==> src/rtl/pdp_eaddr_unit.sv <==
// pdp_eaddr_unit
// Effective-address sequencer for the 12-bit PDP-style processor.
// Decodes the Z (page) and I (indirect) bits of a memory-reference instruction,
// fetches the indirect pointer, and increments/writes back auto-index pointers
// that live in AUTO_LO..AUTO_HI. The final address is delivered with a done pulse.
//
// Ports:
//   clk, rst         rising-edge clock, asynchronous active-high reset
//   start            request, sampled only while idle
//   instr, pc        instruction and its address, latched when start is accepted
//   busy             high whenever the sequencer is not idle
//   done             one-cycle pulse; eaddr/no_mem are valid
//   eaddr            effective address, held until the next accepted start
//   no_mem           accepted opcode was 6 or 7 (not a memory reference)
//   mem_read         read strobe to memory
//   mem_write        write strobe to memory
//   mem_address      memory address
//   mem_write_data   memory write data
//   mem_read_data    registered memory output, valid the cycle after mem_read
module pdp_eaddr_unit #(
    parameter logic [11:0] AUTO_LO = 12'o0010,
    parameter logic [11:0] AUTO_HI = 12'o0017
) (
    input  logic        clk,
    input  logic        rst,
    input  logic        start,
    input  logic [11:0] instr,
    input  logic [11:0] pc,
    output logic        busy,
    output logic        done,
    output logic [11:0] eaddr,
    output logic        no_mem,
    output logic        mem_read,
    output logic        mem_write,
    output logic [11:0] mem_address,
    output logic [11:0] mem_write_data,
    input  logic [11:0] mem_read_data
);

    typedef enum logic [2:0] {
        S_IDLE,
        S_RD,
        S_CAP,
        S_WB,
        S_DONE
    } state_t;

    state_t      state_q, state_d;
    logic [11:0] direct_q, direct_d;
    logic [11:0] ptr_q, ptr_d;
    logic [11:0] eaddr_q, eaddr_d;
    logic        no_mem_q, no_mem_d;

    logic [11:0] direct_in;
    logic [11:0] ptr_inc;

    // Z selects the current page (pc[11:7]) or page zero.
    assign direct_in = instr[7] ? {pc[11:7], instr[6:0]} : {5'b0, instr[6:0]};
    // 12-bit add wraps 7777 to 0000 naturally.
    assign ptr_inc   = ptr_q + 12'd1;

    always_comb begin
        state_d  = state_q;
        direct_d = direct_q;
        ptr_d    = ptr_q;
        eaddr_d  = eaddr_q;
        no_mem_d = no_mem_q;
        case (state_q)
            S_IDLE: begin
                if (start) begin
                    direct_d = direct_in;
                    if (instr[11:9] >= 3'd6) begin
                        no_mem_d = 1'b1;
                        eaddr_d  = '0;
                        state_d  = S_DONE;
                    end else begin
                        no_mem_d = 1'b0;
                        if (!instr[8]) begin
                            eaddr_d = direct_in;
                            state_d = S_DONE;
                        end else begin
                            state_d = S_RD;
                        end
                    end
                end
            end
            S_RD:  state_d = S_CAP;
            S_CAP: begin
                ptr_d = mem_read_data;
                // Auto-index only reachable here, i.e. only for indirect references.
                if (direct_q >= AUTO_LO && direct_q <= AUTO_HI) begin
                    state_d = S_WB;
                end else begin
                    eaddr_d = mem_read_data;
                    state_d = S_DONE;
                end
            end
            S_WB: begin
                eaddr_d = ptr_inc;
                state_d = S_DONE;
            end
            S_DONE:  state_d = S_IDLE;
            default: state_d = S_IDLE;
        endcase
    end

    always_ff @(posedge clk or posedge rst) begin
        if (rst) begin
            state_q  <= S_IDLE;
            direct_q <= '0;
            ptr_q    <= '0;
            eaddr_q  <= '0;
            no_mem_q <= 1'b0;
        end else begin
            state_q  <= state_d;
            direct_q <= direct_d;
            ptr_q    <= ptr_d;
            eaddr_q  <= eaddr_d;
            no_mem_q <= no_mem_d;
        end
    end

    // Memory-side outputs decode straight from state so an async reset drops
    // the strobes at once rather than at the next edge.
    always_comb begin
        busy           = (state_q != S_IDLE);
        done           = (state_q == S_DONE);
        mem_read       = (state_q == S_RD);
        mem_write      = (state_q == S_WB);
        mem_address    = (mem_read || mem_write) ? direct_q : 12'd0;
        mem_write_data = mem_write ? ptr_inc : 12'd0;
        eaddr          = eaddr_q;
        no_mem         = no_mem_q;
    end

endmodule

==> config.mk <==
export PLATFORM = sky130hd
export DESIGN_NAME = pdp_eaddr_unit
export DESIGN_NICKNAME = d
export VERILOG_FILES = /design/src/rtl/pdp_eaddr_unit.sv
export SDC_FILE = /design/constraint.sdc
export NUM_CORES = 1
export LEC_CHECK = 0
export CAP_MARGIN = 20
export CORE_ASPECT_RATIO = 1.2
export CORE_MARGIN = 1
export CORE_UTILIZATION = 30
export CTS_BUF_LIST = sky130_fd_sc_hd__clkbuf_8
export DETAILED_ROUTE_END_ITERATION = 8
export PLACE_DENSITY = 0.59
export SLEW_MARGIN = 20
export SYNTH_ARGS = -nofsm -noshare
export SYNTH_HDL_FRONTEND = slang
export SYNTH_SLANG_ARGS = --single-unit
==> constraint.sdc <==
create_clock -name clk -period 6 [get_ports clk]
set_clock_uncertainty 0.15 [all_clocks]
set_input_delay 1.2 -clock clk [delete_from_list [all_inputs] [get_ports clk]]
set_output_delay 1.2 -clock clk [all_outputs]
set_load 0.005 [all_outputs]
### Yosys cells after proc, flatten, opt, wreduce, memory -nomap -nowiden

Cells that the tools add are included.

* input bits: 39
* register bits after elaboration: 40
* output and inout bits: 41

* mux-type cells: 14
* reductions and logical operators: 7
* add/subtract/negate cells: 1
* equal/unequal tests: 7
* $lt $le $gt $ge: 3

Operators with widths (number)
* $mux W12: 7
* $pmux W12 S3: 1
* $add A12 B1 Y12 const B: 1
* $ge A12 B4 Y1 const B: 1
* $le A12 B4 Y1 const B: 1
* $mux W3: 4
* $pmux W3 S4: 1
* $eq A3 B2 Y1 const B: 2
* $reduce_bool A3 Y1: 2
* $ne A2 B2 Y1 const B: 2
* $reduce_and A4 Y1: 1
* $eq A3 B1 Y1 const B: 1
* $eq A3 B3 Y1 const B: 1
* $ge A3 B3 Y1 const B: 1
* $logic_not A3 Y1: 1
* $ne A3 B3 Y1 const B: 1
* $reduce_and A2 Y1: 1
* $logic_and A1 B1 Y1: 1
* $logic_or A1 B1 Y1: 1
* $mux W1: 1

### Logic depth before layout (Yosys ltp)

* depth after elaboration: 5
* mapped depth: 6
* mapped depth without buffers: 5

### Least setup slack after synthesis

OpenSTA, ideal clock, no wires.

* path kind: reg-to-output
* start point: register state_q[2]
* end point: output port mem_write_data[8]
* setup slack: 3.195 ns
* arrival time: 1.455 ns
* data required time: 4.650 ns
* cell stages (with the launch flop): 6
* path through: dfrtp_1 buf_2 nand3b_1 buf_2 or4_1 nand2_1

* word-level cells in the longest chain between the ends: 2

Ends and longest elaborated chain
* start, declared: line 48 `state_t state_q, state_d;`
* start signal, assigned: line 115 `state_q <= state_d;`
* $eq A3 B2 Y1: line 129 `mem_write = (state_q == S_WB);`
* $mux W12: line 131 `mem_write_data = mem_write ? ptr_inc : 12'd0;`
* end, declared: line 36 `output logic [11:0] mem_write_data,`

Every way passes these cells.

### Worst setup path in the final report

* start point: register state_q[2]
* end point: output port mem_write_data[9]

Same word-level chain as after synthesis.

==> results by group <==
Hold path
  – HP Start: no_mem$_DFFE_PP0P_
  – WHS Path Cells: 2
  – Hold Crit Class: reg2reg
  – Min-Delay Endpoint: no_mem$_DFFE_PP0P_

Worst setup path
  – R2R Path End: eaddr[6]$_DFFE_PP0P_
  – R2r setup slk: 3.51 ns
  – CP endpoint kind: output pin
  – Setup Crit Path Kind: reg2out
  – Critical Path AT: 2.66 ns
  – Reg2reg start: state_q[1]$_DFFE_PP0N_
  – Critical path peak fanout: 11
  – Reg2Reg Depth: 5
  – CP Launch Type: flop
  – Req. time, crit path: 4.65 ns

Power
  – P_sw: 0.000437 W
  – Peak VDD IR: 0.161 mV
  – PwrDens: 414 nW/um^2
  – Switch share: 0.346
  – Cell internal pwr: 0.000827 W
  – Clock Power Share: 0.150
  – Reg power frac: 0.417
  – Gate power share: 0.433
  – Static Leak: 1.24 nW

Drt
  – Post-Route WL: 6030 um
  – Per-cell routed wire length: 16.6 um
  – Final antenna-violating net count: 0
  – Vias: 1851
  – DR DRC count: 0
  – First drt pass iteration count: 4
  – Initial drt markers: 112
  – Via/cell ratio: 5.10

Cells and area
  – Ratio of cells with drive above 1 in the final layout: 0.149
  – Finished Layout Cells: 363
  – Final core occ: 0.440
  – Commonest non-fill, non-tap cell in the layout: clkdlybuf4s50_1
  – Area Overhead vs Synth: 40.1%
  – Diode count: 0
  – Layout Nets: 315
  – Design Area, Final: 3060 um^2
  – Most frequent cells in the layout: 71 x clkdlybuf4s50_1, 40 x dfrtp_1, 23 x mux2_2, 17 x and2_1, 16 x nand2_1

Clocking
  – CTS Buffer Depth: 2
  – CTS resizes: 0
  – Sink Count: 40
  – Post-CTS Hold Fix Bufs: 0
  – Clk_lat worst skew: 0.29 ns
  – Root buffer cell: clkbuf_8
  – H-tree levels: 2
  – Cts bufs inserted: 5
  – Post-CTS setup buffer count: 0
  – Clock transition at path regs: 0.08 ns
  – CTS tree: built

Synthesis
  – Synth top area cells: dfrtp_1 46%, mux2_2 12%, and2_1 4.9%, mux2_4 3.4%, a32oi_1 3.2%
  – Synth warn: 0
  – Dominant synthesized flop cell: dfrtp_1
  – #FFs+latches synth: 40
  – Post-synth design cell area: 2180 um^2
  – Net count after synthesis: 245
  – Distinct cell type count after synthesis: 43
  – Post-synth EDFFs: 0
  – Area leader, netlist: dfrtp_1
  – Synth Instances: 205
  – Post-synth top area share: 0.459
  – Share of synthesized registers carrying an async set or reset: 1.00
  – Sequential area share after synthesis: 0.459
  – Average cell area after synthesis: 10.6 um^2

Timing
  – Slew Viols, Final: 0
  – Minimum clock period: 4.01 ns
  – Worst-Margin Slew: 0.804 ns
  – Unrepaired setup endpoints after global routing: no
  – Sum Neg Setup Slack: 0 ns
  – Final setup fails: 0
  – Final hold violations: 0
  – Final period utilization: 0.668
  – Relative slew slack: 0.464
  – Fmax: 250 MHz

GRT
  – GRT Util Overall: 0.164
  – Initial antenna violation count: 0
  – Vias in the first global route: 1874
  – Overflow after GRT: 0
  – First-pass GRT wire length: 9330 um
  – Largest net degree at the start of global routing: 41

Placed design
  – Dpl hpwl: 4360 um
  – Dpl cell area: 2960 um^2
  – Placed insts: 355
  – Port Buffer Count: 71
  – GP Congestion: 0.787

Floorplanning
  – Total Die Area: 7620 um^2
  – Core Rows: 33
  – Core area: 6940 um^2
  – Die H: 95.4 um
  – Die width: 79.8 um
  – IO Pins: 80
  – Initial Utilization: 0.314

Flow run
  – Max Cap Viol: 0

Outcome
  – Outcome: finished, final reports clean
[worst max-delay path: stages, from the launching register on]
cell             delay [ns]
dfrtp_1                0.56
nand3b_1               0.44
clkinv_1               0.41
o311a_1                0.24
nor2_1                 0.21
inv_1                  0.06
clkdlybuf4s50_1        0.44
[power by group through the flow]
| stage | clock network, W | registers (W) | logic (W) |
|---|---|---|---|
| 2_1_floorplan | 0 | 0.000488 | 0.000361 |
| 3_3_place_gp | 0 | 0.000525 | 0.000545 |
| 3_5_place_dp | 0 | 0.000531 | 0.000549 |
| 4_1_cts | 0.000192 | 0.000525 | 0.000554 |
| 5_1_grt | 0.000205 | 0.000546 | 0.000603 |
| 6_report | 0.000189 | 0.000527 | 0.000548 |
[cell usage after synthesis (all sizes together), types with 2 or more instances]
| master | number |
|---|---|
| nand2b | 4 |
| nor3 | 2 |
| xor2 | 2 |
| nand4 | 4 |
| nand2 | 16 |
| nor2 | 8 |
| and2 | 17 |
| dfrtp | 40 |
| inv | 7 |
| a21oi | 4 |
| a221oi | 2 |
| clkbuf | 3 |
| o211ai | 4 |
| nor3b | 2 |
| nand3 | 9 |
| mux2 | 28 |
| buf | 7 |
| a32oi | 8 |
| or4 | 4 |
| a31oi | 2 |
| nor4 | 4 |
| nor2b | 2 |
| a221o | 3 |
| o21ai | 9 |
[kinds of logic (layout without fill, tap and decap cells)]
kind of cell,count (synthesis),after routing,synth area share
DFF,40,40,0.459
and+or+nand+nor,76,76,0.200
AOI/OAI and AO/OA,38,38,0.127
adders and majority gates,1,1,0.00574
muxes,29,29,0.158
buffers and inverters,18,89,0.0379
xor gates and xnor gates,3,3,0.0121
[per-stage QoR]
step | setup slack, ns | hold slack [ns] | power (W)
after floorplan | 3.19 | 0.315 | 0.000849
after global placement | 2.32 | 0.317 | 0.00107
after detailed placement | 2.29 | 0.320 | 0.00108
after CTS | 1.97 | 0.338 | 0.00127
after global routing | 1.83 | 0.375 | 0.00135
final | 1.99 | 0.330 | 0.00126
[state kept, by name (all words and copies together), names as in the netlist]
signal    flops
direct_q     12
eaddr        12
no_mem        1
ptr_q        12
state_q       3
[per-layer routing]
| metal | track usage | wire length, um | vias to the layer above |
|---|---|---|---|
| met3 | 0.0373 | 327 | 7 |
| met2 | 0.273 | 2820 | 59 |
| li1 | - | - | 900 |
| met4 | 0.0461 | 63 | 0 |
| met5 | 0 | 0 | - |
| met1 | 0.213 | 2810 | 885 |
[area by class of cell]
type                       count  area (um^2)
clock inverter                 2         10.0
timing repair buffer          73          726
tap                           87          109
multi-input combinational    147         1100
clock buffer                   6         82.6
sequential                    40         1000
fill                         701         3880
inverter                       8         30.0
[worst max path at each step]
stage,start,endpoint,slack [ns],cells past startpoint
2_1_floorplan,state_q[2]$_DFFE_PP0N_,mem_write_data[8],3.19,5
3_3_place_gp,state_q[2]$_DFFE_PP0N_,mem_write_data[9],2.32,6
3_5_place_dp,state_q[2]$_DFFE_PP0N_,mem_write_data[9],2.29,6
4_1_cts,state_q[2]$_DFFE_PP0N_,mem_write_data[9],1.97,6
5_1_grt,state_q[2]$_DFFE_PP0N_,mem_write_data[9],1.83,6
6_report,state_q[2]$_DFFE_PP0N_,mem_write_data[9],1.99,6
(Power assumes the default switching activity.)
